<file path="src/rtl/wb_port_arbiter.sv">
// Register-file write-port arbiter: pipeline write-back wins, long-latency results wait in a FIFO.
// Optional build macro WB_ARB_STATS_EN adds the 32-bit saturating conflict_count output.
`ifndef XLEN
`define XLEN 32
`endif

module wb_port_arbiter #(
   parameter int DEPTH    = 2,
   parameter int REG_BITS = 5
) (
   input  logic                clk,
   input  logic                rst,
   input  logic                pipe_valid,
   input  logic [REG_BITS-1:0] pipe_rd,
   input  logic [`XLEN-1:0]    pipe_data,
   input  logic                lu_valid,
   input  logic [REG_BITS-1:0] lu_rd,
   input  logic [`XLEN-1:0]    lu_data,
   output logic                lu_ready,
   input  logic [REG_BITS-1:0] query_rs1,
   input  logic [REG_BITS-1:0] query_rs2,
   output logic                query_stall,
   input  logic                halt_req,
   output logic                halted,
   output logic                rf_we,
   output logic [REG_BITS-1:0] rf_rd,
   output logic [`XLEN-1:0]    rf_wdata
`ifdef WB_ARB_STATS_EN
   ,
   output logic [31:0]         conflict_count
`endif
);

   localparam int PW = $clog2(DEPTH);
   localparam int CW = PW + 1;
   localparam logic [CW-1:0]       DEPTH_C = CW'(DEPTH);
   localparam logic [REG_BITS-1:0] RD_ZERO = {REG_BITS{1'b0}};

   typedef enum logic [1:0] {
      ST_RUN    = 2'd0,
      ST_DRAIN  = 2'd1,
      ST_HALTED = 2'd2
   } state_t;

   state_t              state_r;
   state_t              state_nxt_s;
   logic                run_s;

   logic [REG_BITS-1:0] rd_mem_r   [DEPTH];
   logic [`XLEN-1:0]    data_mem_r [DEPTH];
   logic [DEPTH-1:0]    live_r;
   logic [DEPTH-1:0]    live_nxt_s;
   logic [PW-1:0]       wr_ptr_r;
   logic [PW-1:0]       rd_ptr_r;
   logic [CW-1:0]       count_r;

   logic                pipe_wr_s;
   logic                fifo_empty_s;
   logic                lu_xfer_s;
   logic                push_s;
   logic                pop_s;

   assign pipe_wr_s    = pipe_valid && (pipe_rd != RD_ZERO);
   assign fifo_empty_s = (count_r == {CW{1'b0}});
   assign lu_ready     = run_s && (count_r < DEPTH_C);
   assign lu_xfer_s    = lu_valid && lu_ready;
   assign push_s       = lu_xfer_s && (lu_rd != RD_ZERO);
   assign pop_s        = !fifo_empty_s && !pipe_wr_s;

   // FSM state register
   always_ff @(posedge clk or posedge rst) begin
      if (rst) begin
         state_r <= ST_RUN;
      end else begin
         state_r <= state_nxt_s;
      end
   end

   // FSM next-state logic
   always_comb begin
      state_nxt_s = state_r;
      case (state_r)
         ST_RUN: begin
            if (halt_req) begin
               state_nxt_s = ST_DRAIN;
            end else begin
               state_nxt_s = ST_RUN;
            end
         end
         ST_DRAIN: begin
            if (fifo_empty_s && !pipe_wr_s) begin
               state_nxt_s = ST_HALTED;
            end else begin
               state_nxt_s = ST_DRAIN;
            end
         end
         ST_HALTED: state_nxt_s = ST_HALTED;
         default:   state_nxt_s = ST_RUN;
      endcase
   end

   // FSM output decode
   always_comb begin
      run_s  = 1'b0;
      halted = 1'b0;
      case (state_r)
         ST_RUN:    run_s  = 1'b1;
         ST_DRAIN:  run_s  = 1'b0;
         ST_HALTED: halted = 1'b1;
         default:   run_s  = 1'b0;
      endcase
   end

   // Live flags: a younger pipe write kills matching entries, a pop frees its slot, a push is always live
   always_comb begin
      live_nxt_s = live_r;
      for (int i = 0; i < DEPTH; i++) begin
         live_nxt_s[i] = (live_r[i]
                          & ~(pipe_wr_s && (rd_mem_r[i] == pipe_rd))
                          & ~(pop_s && (rd_ptr_r == PW'(i))))
                         | (push_s && (wr_ptr_r == PW'(i)));
      end
   end

   // FIFO control state
   always_ff @(posedge clk or posedge rst) begin
      if (rst) begin
         live_r   <= {DEPTH{1'b0}};
         wr_ptr_r <= {PW{1'b0}};
         rd_ptr_r <= {PW{1'b0}};
         count_r  <= {CW{1'b0}};
      end else begin
         live_r <= live_nxt_s;
         if (push_s) begin
            wr_ptr_r <= wr_ptr_r + PW'(1);
         end
         if (pop_s) begin
            rd_ptr_r <= rd_ptr_r + PW'(1);
         end
         case ({push_s, pop_s})
            2'b10:   count_r <= count_r + CW'(1);
            2'b01:   count_r <= count_r - CW'(1);
            default: count_r <= count_r;
         endcase
      end
   end

   // FIFO payload storage
   always_ff @(posedge clk) begin
      if (push_s) begin
         rd_mem_r[wr_ptr_r]   <= lu_rd;
         data_mem_r[wr_ptr_r] <= lu_data;
      end
   end

   // Registered write port; rd/wdata hold when nothing is written
   always_ff @(posedge clk or posedge rst) begin
      if (rst) begin
         rf_we    <= 1'b0;
         rf_rd    <= RD_ZERO;
         rf_wdata <= {`XLEN{1'b0}};
      end else if (pipe_wr_s) begin
         rf_we    <= 1'b1;
         rf_rd    <= pipe_rd;
         rf_wdata <= pipe_data;
      end else if (pop_s && live_r[rd_ptr_r]) begin
         rf_we    <= 1'b1;
         rf_rd    <= rd_mem_r[rd_ptr_r];
         rf_wdata <= data_mem_r[rd_ptr_r];
      end else begin
         rf_we    <= 1'b0;
      end
   end

   // RAW hazard against live parked results or a result arriving this cycle
   always_comb begin
      query_stall = 1'b0;
      for (int i = 0; i < DEPTH; i++) begin
         if (live_r[i] && (query_rs1 != RD_ZERO) && (rd_mem_r[i] == query_rs1)) begin
            query_stall = 1'b1;
         end else if (live_r[i] && (query_rs2 != RD_ZERO) && (rd_mem_r[i] == query_rs2)) begin
            query_stall = 1'b1;
         end else begin
            query_stall = query_stall;
         end
      end
      if (lu_xfer_s && (query_rs1 != RD_ZERO) && (lu_rd == query_rs1)) begin
         query_stall = 1'b1;
      end else if (lu_xfer_s && (query_rs2 != RD_ZERO) && (lu_rd == query_rs2)) begin
         query_stall = 1'b1;
      end else begin
         query_stall = query_stall;
      end
   end

`ifdef WB_ARB_STATS_EN
   // Count cycles where a pipe write holds back a parked result, saturating
   always_ff @(posedge clk or posedge rst) begin
      if (rst) begin
         conflict_count <= 32'd0;
      end else if (!fifo_empty_s && pipe_wr_s && (conflict_count != 32'hFFFF_FFFF)) begin
         conflict_count <= conflict_count + 32'd1;
      end
   end
`endif

endmodule

</file>
<file path="config.mk">
export PLATFORM = sky130hd
export DESIGN_NAME = wb_port_arbiter
export DESIGN_NICKNAME = d
export VERILOG_FILES = /design/src/rtl/wb_port_arbiter.sv
export SDC_FILE = /design/constraint.sdc
export NUM_CORES = 1
export LEC_CHECK = 0
export ABC_AREA = 1
export BUFFER_PORTS_ARGS = -buffer_cell sky130_fd_sc_hd__buf_4
export CORE_ASPECT_RATIO = 0.7
export CORE_UTILIZATION = 45
export CTS_CLUSTER_DIAMETER = 150
export CTS_CLUSTER_SIZE = 25
export DETAILED_ROUTE_END_ITERATION = 10
export GPL_TIMING_DRIVEN = 0
export HOLD_SLACK_MARGIN = 0.15
export PLACE_DENSITY_LB_ADDON = 0.05
export SLEW_MARGIN = 10
export SYNTH_ARGS = -nofsm -noshare
export SYNTH_HDL_FRONTEND = slang
export SYNTH_SLANG_ARGS = --single-unit
</file>
<file path="constraint.sdc">
create_clock -name clk -period 3.6 [get_ports clk]
set_clock_uncertainty 0.2 [all_clocks]
set_input_delay 0.18 -clock clk [delete_from_list [all_inputs] [get_ports clk]]
set_output_delay 0.18 -clock clk [all_outputs]
set_load 0.02 [all_outputs]
</file>
---- Yosys cells after proc, flatten, opt, wreduce, memory -nomap -nowiden ----
Memories as Yosys holds them, arrays and structs flattened.
Cells that the tools add are included.
storage, ports and cells
  register bits ........................... 46
  bits in latches ......................... 0
  memory bits (writable) .................. 74
  memory bits (read-only) ................. 0
  output and inout bits ................... 41
  logic and storage cells ................. 97
  memories ................................ 2
operators by class
  add/subtract/negate cells ............... 4
  $mul .................................... 0
  divide/modulo/power cells ............... 0
  order comparisons ....................... 2
  equal/unequal tests ..................... 12
  shifts and indexed selects .............. 0
  multiplexer cells ....................... 22
  bitwise logic cells ..................... 12
  reductions and logical operators ........ 35
memory list
  memory      words  width  read ports  clocked after Yosys merged registers in  wr ports  RTL line  source
  data_mem_r  2      32     1           0                                        1         50        logic [`XLEN-1:0] data_mem_r [DEPTH];
  rd_mem_r    2      5      3           0                                        1         49        logic [REG_BITS-1:0] rd_mem_r [DEPTH];
operators with widths
  operator               number
  $mux W32               2
  $eq A5 B5 Y1           8
  $logic_and A1 B1 Y1    25
  $reduce_bool A5 Y1     4
  $mux W1                15
  $mux W5                2
  $not A1 Y1             6
  $pmux W2 S3            1
  $and A1 B1 Y1          4
  $eq A2 B1 Y1 const B   2
  $eq A2 B2 Y1 const B   2
  $logic_not A2 Y1       2
  $pmux W2 S2            1
  $reduce_bool A2 Y1     2
  $add A1 B1 Y1 const B  2
  $add A2 B1 Y2 const B  1
  $logic_not A1 Y1       2
  $lt A1 B2 Y1 const B   1
  $lt A2 B2 Y1 const B   1
  $mux W2                1
  $or A1 B1 Y1           2
  $sub A2 B1 Y2 const B  1

---- Depth between registers and ports, before layout ----
Gate-level depths: netlist of the first run.
  depth after elaboration ................. 9
  gate-level depth with buffers ........... 11

---- Worst setup path before layout of the first run ----
Ideal clock, no wire load.
  path type ............................... reg-to-reg
  from .................................... register state_r[0]
  to ...................................... memory data_mem_r[0][0] (netlist bit), enable pin
  setup time .............................. 0.433 ns
  data arrival time ....................... 2.855 ns
  path slack .............................. 0.112 ns
  stages on the path, launching flop included .. 4
  period minus slack after synthesis ...... 3.488 ns
  cells stage by stage .................... dfrtp_1 -> nor3_1 -> nand3_1 -> nor2_1
on the way
  cells in the longest elaborated chain, start to end .. 7
RTL lines
  what                           RTL line  source
  from (decl)                    45        state_t state_r;
  from (signal assigned)         75        state_r <= state_nxt_s;
  $logic_not A2 Y1               106       case (state_r)
  $mux W1                        106
  $logic_and A1 B1 Y1            65        assign lu_ready = run_s && (count_r < DEPTH_C);
  net lu_ready                   19        output logic lu_ready,
  $logic_and A1 B1 Y1            66        assign lu_xfer_s = lu_valid && lu_ready;
  $logic_and A1 B1 Y1            67        assign push_s = lu_xfer_s && (lu_rd != RD_ZERO);
  $mux W1                        150       if (push_s) begin
  $mux W1 (not written as such)  152       data_mem_r[wr_ptr_r] <= lu_data;
  to (decl)                      50
The timed path passes the listed nets, and every way through them passes these cells.

---- Worst setup path in the final report of the first run ----
  from .................................... register state_r[0]
  to ...................................... memory rd_mem_r[1][2], enable pin
on the way
  cells in the longest elaborated chain, start to end .. 7
RTL lines
  what                           RTL line  source
  $logic_not A2 Y1               106
  $mux W1                        106
  $logic_and A1 B1 Y1            65
  $logic_and A1 B1 Y1            66
  $logic_and A1 B1 Y1            67
  $mux W1                        150
  $mux W1 (not written as such)  151       rd_mem_r[wr_ptr_r] <= lu_rd;
  to (decl)                      49
Every way passes these cells.

==> reports/metrics.cfg, run 1 <==
[finish]
area_growth_pct=47.2
nNetsFinal=996
final-seq-area_mm2=0.00337
nFillCells=1023
diodes=0
drive_above_1_share=0.205
utilization=0.679
multi_input_area_mm2=0.00192

[synthesis]
synthXorXnorAreaFrac=0.0184
yosysTopAreaCell=edfxtp_1
synth_simple_gate_area_frac=0.260
synth.yosys.seq_area_share=0.590
synth_area_mm2=0.00571
synth_seq_cells=120
yosysMostFrequentCell=nand2_1
synth_top_family_by_area=simple AND/OR/NAND/NOR gates
avgSynthCellArea_um2=8.49
synth_edf_count=74
synth_common_cells=330 x nand2_1, 74 x edfxtp_1, 72 x inv_1
synth_compound_area_frac=0.0510
yosys.area_share.adder=0.00219
synth_fp_nets=763
async_flop_share=0.383
synth_area_leaders=edfxtp_1 39%, nand2_1 22%, dfrtp_1 20%
synth_cell_types=23
yosysTopAreaCellShare=0.389
synthMuxAreaShare=0.00175
yosys_most_used_dff=edfxtp_1
syn_inst=673
yosys_warnings=0

[placed_design]
dp_hpwl_um=10800
gp_congestion=0.876
port_buffers=129
pre_cts_ws_ns=1.17

[sta]
drv_slew=0
hold_viol_final=0
setup_violations=0
fin_crit_sh=0.682
worstMarginPinSlew_ns=0.762
rsz0062_at_grt=false
max_freq_mhz=407
timing.slew.headroom=0.491
fin_ws_ns=1.14
min_period_ns=2.46

[floorplan]
die-area_mm2=0.0132
core-area_mm2=0.0124
fp-row-count=34
initial_core_util=0.461
die_h_um=96.3
io_pins=130
die_w_um=137

[drt]
first_pass_iters=5
drtAntennaViolNets=0
drtIter0Drc=317
drt_wl_total_um=15900
route.detailed.drc=0
routedWlPerCell_um=14.7
via_per_inst=4.80
vias=5187

[power]
switching_share=0.350
p_leak_nw=4.07
p_comb_frac=0.342
internal-power_mw=3.72
p_clk_frac=0.307
max-vdd-ir-drop_mv=0.429
pwr-share-seq=0.351
switchingPower_mw=2.00
cellPowerDensity_mw_per_mm2=680

[critical_path]
start_kind=register
end_kind=register
cp_top_family=simple AND/OR/NAND/NOR gates
cp_max_fo=22
cpPeakStageDelay_ns=0.68
crit_chain=nor3_1 > nand3_1 > nor2_4 > buf_16
crit_required_ns=3.51
crit_arrival_ns=2.37
crit_buf_inv=1
cp_slowest_cell=nor2_4
worstSetupPathType=register to register

[clock_network]
cts.sinks=120
post-cts-setup-buffer-count=0
cts-resized-gates=0
numCtsBuffers=17
cts_tree=done
root_buffer=clkbuf_16
h-tree-depth=4
cts_buffer_depth=2
path_clk_slew_ns=0.06
clk-insertion-delay-late_ns=0.42

[global_routing]
grt_pass1_vias=4899
grt.total_usage=0.252
grt_start_max_net_pins=28
antenna_found_initial=0
gr-total-overflow=0
grt_pass1_wl_um=24500

[job]
cap_violations=0

[min_path]
hold_class=primary input to register

[outcome]
outcome=complete, no violations

[flip-flops by register name (all words and copies together) (netlist names)]
signal      count
wr_ptr_r        1
rf_rd           5
rf_wdata       32
data_mem_r     64
live_r          2
rd_ptr_r        1
rf_we           1
rd_mem_r       10
state_r         2
count_r         2
[through the flow]
stage          hold slack [ns]  instance area [um^2]  power [mW]  setup TNS (ns)  cells
2_1_floorplan           0.0789                  5710        3.14               0    673
3_3_place_gp             0.165                  6880        3.84          -56.47    964
3_5_place_dp            0.0308                  6970        3.91               0    967
4_1_cts                  0.274                  8410        5.76               0   1081
5_1_grt                  0.287                  8410        6.06               0   1081
6_report                 0.289                  8410        5.72               0   1081
[cell usage in the layout (no fill, tap or decap), types with 4 or more instances in the layout]
cell type / count
nand2_1: 330
buf_4: 133
dlygate4sd3_1: 82
edfxtp_1: 74
inv_1: 71
dfrtp_1: 46
o21ai_1: 33
nor2_1: 26
o21ai_0: 19
nand3_1: 18
clkbuf_16: 17
buf_2: 9
xor2_1: 7
buf_6: 6
clkbuf_1: 6
xnor2_1: 5
nand4_1: 4
nor3_1: 4
clkinv_4: 4
[path summary, 6_finish.rpt]
kind                                   from                 to  slack [ns]  cells after the start
worst max-delay path             state_r[0]     rd_mem_r[1][2]        1.14                      4
worst min-delay path            lu_data[12]  data_mem_r[0][12]        0.29                      2
worst max register to register   state_r[0]     rd_mem_r[1][2]        1.14                      4
worst min register to register  rf_wdata[0]        rf_wdata[0]        0.32                      2
max in group asynchronous               rst       rf_wdata[27]        1.94                      5
min in group asynchronous               rst        rf_wdata[2]        0.73                      4
[layout make-up]
type	instances	share of cell area
Clock inverter	13	0.0202
Sequential cell	120	0.401
Timing Repair Buffer	214	0.222
Inverter	73	0.0326
Multi-Input combinational cell	456	0.228
Buffer	24	0.0192
Clock buffer	19	0.0527
Tap cell	162	0.0241
[power by group through the flow]
stage | Clock [mW] | Sequential, mW | Combinational [mW]
floorplan | 0 | 2.25 | 0.890
global placement | 0 | 2.03 | 1.82
detailed placement | 0 | 2.03 | 1.89
CTS | 1.78 | 2.01 | 1.97
global route | 1.84 | 2.05 | 2.17
finish | 1.76 | 2.01 | 1.96
[timing repair]
| item | CTS | global route |
|---|---|---|
| hold endpoints to repair | 161 | 0 |
| setup endpoints to repair | 0 | 0 |
| hold buffers | 82 | 0 |
[worst register-to-register path: cells and delay by family, from the launching register on]
kind	cells	cell delay, ns
buf+inv	1	0.25
simple gates	3	1.29
flops	1	0.41
[cells by family after synthesis]
group	count (synthesis)
simple gates	385
buf+inv	97
mux	1
fa+ha+maj	1
compound gates	57
xor+xnor	12
flops	120
[routing by layer]
metal  wire (um)  GRT usage
met2        7450      0.410
met5           0          0
met4         129     0.0713
met1        7260      0.342
met3        1020     0.0532
No activity file was read; power rests on OpenSTA's default activity.
==> run 2: changes to the inputs <==
==> constraint.sdc (replaced) <==
create_clock -name clk -period 2.2 [get_ports clk]
set_clock_uncertainty 0.2 [all_clocks]
set_input_delay 0.11 -clock clk [delete_from_list [all_inputs] [get_ports clk]]
set_output_delay 0.11 -clock clk [all_outputs]
set_load 0.02 [all_outputs]
==> run 2 against run 1 <==
The run now ends with negative setup slack left; wire length increased by 0.86%; via count decreased by 0.81%; clock power increased by 56%; worst setup slack got worse by 1.2 ns; critical path depth increased by 9; global-route usage decreased by 0.088 points; cell area about the same; sequential power increased by 64%; total power increased by 63%; sequential share of layout area about the same; critical endpoint is now count_r[1].
==> reports/metrics.cfg, run 2 (same netlist as run 1, synthesis figures left out) <==
[outcome]
outcome=complete, but fails checks
violations=negative setup slack

[clock_network]
h-tree-depth=4
root_buffer=clkbuf_16
path_clk_slew_ns=0.06
numCtsBuffers=17
cts_tree=done
clk-insertion-delay-late_ns=0.41
cts_buffer_depth=2
cts.sinks=120

[critical_path]
cpMostUsedCell=buf_6
cp_top_family=buffers and inverters
start_kind=primary input
crit_arrival_ns=2.33
r2r_setup_slack_ns=0.12
worstSetupPathType=primary input to register
crit_chain=buf_4 > dlygate4sd3_1 > inv_1 > nand4_1 > nand2_4 > inv_2 > buf_6 > buf_6 > nor2_1 > ha_1 > a21oi_1 > o21ai_0 > xor2_1
crit_buf_inv=6
crit_required_ns=2.29
cp_max_fo=10
end_kind=register
cp_slowest_cell=dlygate4sd3_1
cpPeakStageDelay_ns=0.59

[sta]
fin_ws_ns=-0.0384
drv_slew=0
timing.slew.headroom=0.587
hold_viol_final=0
min_period_ns=2.24
max_freq_mhz=447
setup_violations=1
worstMarginPinSlew_ns=0.619
rsz0062_at_grt=true
fin_tns_setup_ns=-0.0384
fin_crit_sh=1.02

[global_routing]
gr-total-overflow=0
grt_pass1_wl_um=24400
grt.total_usage=0.252
grt_pass1_vias=4822
antenna_found_initial=0
grt_start_max_net_pins=39

[floorplan]
die-area_mm2=0.0132
io_pins=130
core-area_mm2=0.0124
die_w_um=137
initial_core_util=0.461
fp-row-count=34
die_h_um=96.3

[finish]
utilization=0.679
layout_commonest_cell=nand2_1
regMostFlops=data_mem_r
largest_reg_flops=64
nNetsFinal=996
diodes=0
area_growth_pct=47.1
instances_no_fill=1081
final-seq-area_mm2=0.00337
final_cell_mix=330 x nand2_1, 133 x buf_4, 81 x dlygate4sd3_1, 74 x edfxtp_1, 71 x inv_1
reg.largest.list=data_mem_r: 64 flops, rf_wdata: 32 flops, rd_mem_r: 10 flops
multi_input_area_mm2=0.00195
drive_above_1_share=0.208
nFillCells=979

[drt]
drt_wl_total_um=16000
drtIter0Drc=335
via_per_inst=4.76
route.detailed.drc=0
routedWlPerCell_um=14.8
vias=5145
drtAntennaViolNets=0
first_pass_iters=7

[job]
cap_violations=0

[placed_design]
dp_cells=965
gp_congestion=0.860
port_buffers=129
dp_hpwl_um=10500

[power]
max-vdd-ir-drop_mv=0.752
p_leak_nw=4.05
cellPowerDensity_mw_per_mm2=1110
finalPower_mw=9.30

[min_path]
hold_class=primary input to register

-- run 2: final timing paths --
path,from,cells past startpoint,to
setup reg to reg,count_r[1],4,rd_mem_r[0][4]
hold reg to reg,rf_wdata[31],2,rf_wdata[31]
max in group asynchronous,rst,5,rf_wdata[26]
hold / removal,lu_data[13],2,data_mem_r[0][13]
setup / recovery,pipe_rd[0],13,count_r[1]
min in group asynchronous,rst,4,rf_wdata[2]
-- run 2: cell type report --
class	count	area share
well taps	162	0.0241
clock buffers	19	0.0527
flip-flops and latches	120	0.401
multi-input cells	457	0.233
inverters	73	0.0326
clock inverters	13	0.0174
repair buffers	213	0.220
plain buffers	24	0.0192
-- run 2: report_power, final --
group | switching, mW | internal [mW]
logic | 1.96 | 1.29
registers | 0.320 | 2.98
clock network | 1.05 | 1.70
total | 3.33 | 5.97
-- run 2: what timing repair did --
| action | CTS | global route |
|---|---|---|
| setup buffers | 0 | 0 |
| pin swaps | 4 | 1 |
| cloned | 0 | 1 |
| resized for setup | 1 | 1 |
| hold buffers | 81 | 0 |
| hold endpoints to repair | 162 | 0 |
| setup endpoints to repair | 77 | 18 |
-- run 2: through the flow --
step	instance area, um^2	hold WS, ns	setup slack (ns)
2_1_floorplan	5740	0.00887	0.0367
3_3_place_gp	6920	0.0951	-0.298
3_5_place_dp	6940	-0.0353	-0.342
4_1_cts	8340	0.204	-0.267
5_1_grt	8400	0.219	-0.141
6_report	8400	0.221	-0.0384
-- run 2: metal layers --
layer / up-vias / routed length (um) / global-route usage
li1: 2587 / - / -
met2: 178 / 7290 / 0.393
met3: 11 / 967 / 0.0600
met4: 0 / 116 / 0.0759
met1: 2369 / 7630 / 0.347
met5: - / 0 / 0
-- run 2: worst register-to-register path: cells and delay by family (launching register included) --
kind / cells / cell delay (ns)
buffers and inverters: 1 / 0.27
flip-flops: 1 / 0.42
AND/OR/NAND/NOR: 3 / 0.87
==> run 3: changes to the inputs <==
--- a/config.mk
+++ b/config.mk
@@ -9,10 +9,11 @@
 export BUFFER_PORTS_ARGS = -buffer_cell sky130_fd_sc_hd__buf_4
 export CORE_ASPECT_RATIO = 0.7
 export CORE_UTILIZATION = 45
+export CTS_BUF_LIST = sky130_fd_sc_hd__clkbuf_8
 export CTS_CLUSTER_DIAMETER = 150
 export CTS_CLUSTER_SIZE = 25
 export DETAILED_ROUTE_END_ITERATION = 10
-export GPL_TIMING_DRIVEN = 0
+export GPL_TIMING_DRIVEN = 1
 export HOLD_SLACK_MARGIN = 0.15
 export PLACE_DENSITY_LB_ADDON = 0.05
 export SLEW_MARGIN = 10
==> run 3 against run 2 <==
The flow now finishes without violations; non-clock buffer count decreased by 2; clock power decreased by 29%; count of clock-buffer cells in the layout decreased by 2; wire length decreased by 8.8%; global-route usage decreased by 2.0 points; via count decreased by 2.3%; combinational power decreased by 2%; sequential power about the same; highest routed layer unchanged.
==> reports/metrics.cfg, run 3 (same netlist as run 1, synthesis figures left out) <==
[finish]
reg.largest.list=data_mem_r: 64 flops, rf_wdata: 32 flops, rd_mem_r: 10 flops
drive_above_1_share=0.197
nNetsFinal=993
layout_commonest_cell=nand2_1
final_cell_mix=330 x nand2_1, 136 x buf_4, 94 x dlygate4sd3_1, 74 x edfxtp_1, 73 x inv_1
area_growth_pct=44.1
instances_no_fill=1079
regMostFlops=data_mem_r
largest_reg_flops=64

[critical_path]
start_kind=primary input
crit_required_ns=2.30
end_kind=register
cp_top_family=buffers and inverters
cp_max_fo=37
worstSetupPathType=primary input to register
cpPeakStageDelay_ns=0.56
crit_buf_inv=6
cp_slowest_cell=dlygate4sd3_1
crit_arrival_ns=2.22
cpMostUsedCell=nand2_1
crit_chain=dlygate4sd3_1 > buf_4 > inv_1 > nand4_1 > nand2_2 > inv_2 > buf_8 > nand2_1 > nand2_1 > dlygate4sd3_1 > nand2_1 > o21ai_1

[drt]
first_pass_iters=6
vias=5025
drtIter0Drc=232
dr_wl_met3_um=707
via_per_inst=4.66
route.detailed.drc=0
top_layer=met4
drtAntennaViolNets=0
drt_wl_total_um=14600
wl_met1_um=7000
routedWlPerCell_um=13.5
wl_met2_um=6820

[global_routing]
grt.total_usage=0.231
gr-total-overflow=0
grt_pass1_vias=4712
antenna_found_initial=1
grt_pass1_wl_um=23000
grt_start_max_net_pins=39

[job]
cap_violations=0

[floorplan]
io_pins=130
core-area_mm2=0.0124
initial_core_util=0.461
fp-row-count=34
die_h_um=96.3
die-area_mm2=0.0132
die_w_um=137

[clock_network]
clk-insertion-delay-late_ns=0.42
path_clk_slew_ns=0.08
post-cts-setup-buffer-count=0
root_buffer=clkbuf_8
cts_buffer_depth=2
cts_tree=done
numCtsBuffers=17
cts.sinks=120
h-tree-depth=4

[placed_design]
dp_hpwl_um=9580
gp_congestion=0.881
port_buffers=129
dp_cells=952

[sta]
timing.slew.headroom=0.673
rsz0062_at_grt=false
drv_slew=0
hold_viol_final=0
worstMarginPinSlew_ns=0.490
setup_violations=0
fin_tns_setup_ns=0
fin_crit_sh=0.963
min_period_ns=2.12
max_freq_mhz=472

[power]
cellPowerDensity_mw_per_mm2=1020
max-vdd-ir-drop_mv=0.660
pwr-share-seq=0.392
p_clk_frac=0.230
internal-power_mw=5.30
switching_share=0.370
switchingPower_mw=3.12
p_leak_nw=3.98
p_comb_frac=0.378

[outcome]
outcome=complete, no violations

[min_path]
hold_class=primary input to register

-- run 3: power groups by stage --
stage | combinational (mW) | sequential (mW) | clock [mW]
finish | 3.19 | 3.30 | 1.94
global route | 3.56 | 3.37 | 2.09
CTS | 3.20 | 3.30 | 1.99
detailed placement | 2.97 | 3.34 | 0
global placement | 2.94 | 3.32 | 0
floorplan | 1.48 | 3.69 | 0
-- run 3: final timing paths --
path,cells after the start,from,end,slack (ns)
hold reg to reg,2,rf_wdata[13],rf_wdata[13],0.32
hold / removal,2,lu_data[0],data_mem_r[0][0],0.22
setup reg to reg,9,rd_ptr_r,rf_wdata[3],0.17
max in group asynchronous,5,rst,rf_wdata[15],0.62
setup / recovery,12,pipe_rd[4],rf_wdata[3],0.08
min in group asynchronous,4,rst,rf_rd[3],0.66
-- run 3: metal layers --
layer | track usage | vias up
met3 | 0.0437 | 6
met2 | 0.386 | 138
met4 | 0.0648 | 0
met1 | 0.308 | 2307
li1 | - | 2574
met5 | 0 | -
-- run 3: stage by stage --
stage	hold slack (ns)	power [mW]	instance area, um^2	util	setup slack [ns]
3_3_place_gp	-0.0247	6.26	6890	0.557	0.332
3_5_place_dp	-0.0201	6.30	6890	0.557	0.302
6_report	0.221	8.42	8230	0.665	0.0814
2_1_floorplan	0.00887	5.17	5740	-	0.0367
4_1_cts	0.187	8.48	8220	0.664	0.0503
5_1_grt	0.196	9.02	8230	0.665	0.00909
-- run 3: area by class of cell --
class,instances,area [um^2]
Antenna cell,1,2.50
Clock buffer,17,234
Sequential cell,120,3370
Clock inverter,15,155
Fill cell,1004,4150
Multi-Input combinational cell,456,1940
Timing Repair Buffer,235,2050
Inverter,73,274
Tap cell,162,203
-- run 3: timing repair --
item | in CTS | in global routing
hold endpoints to repair | 164 | 0
hold buffers | 94 | 0
gates resized for setup | 0 | 3
endpoints found under the setup margin | 0 | 14
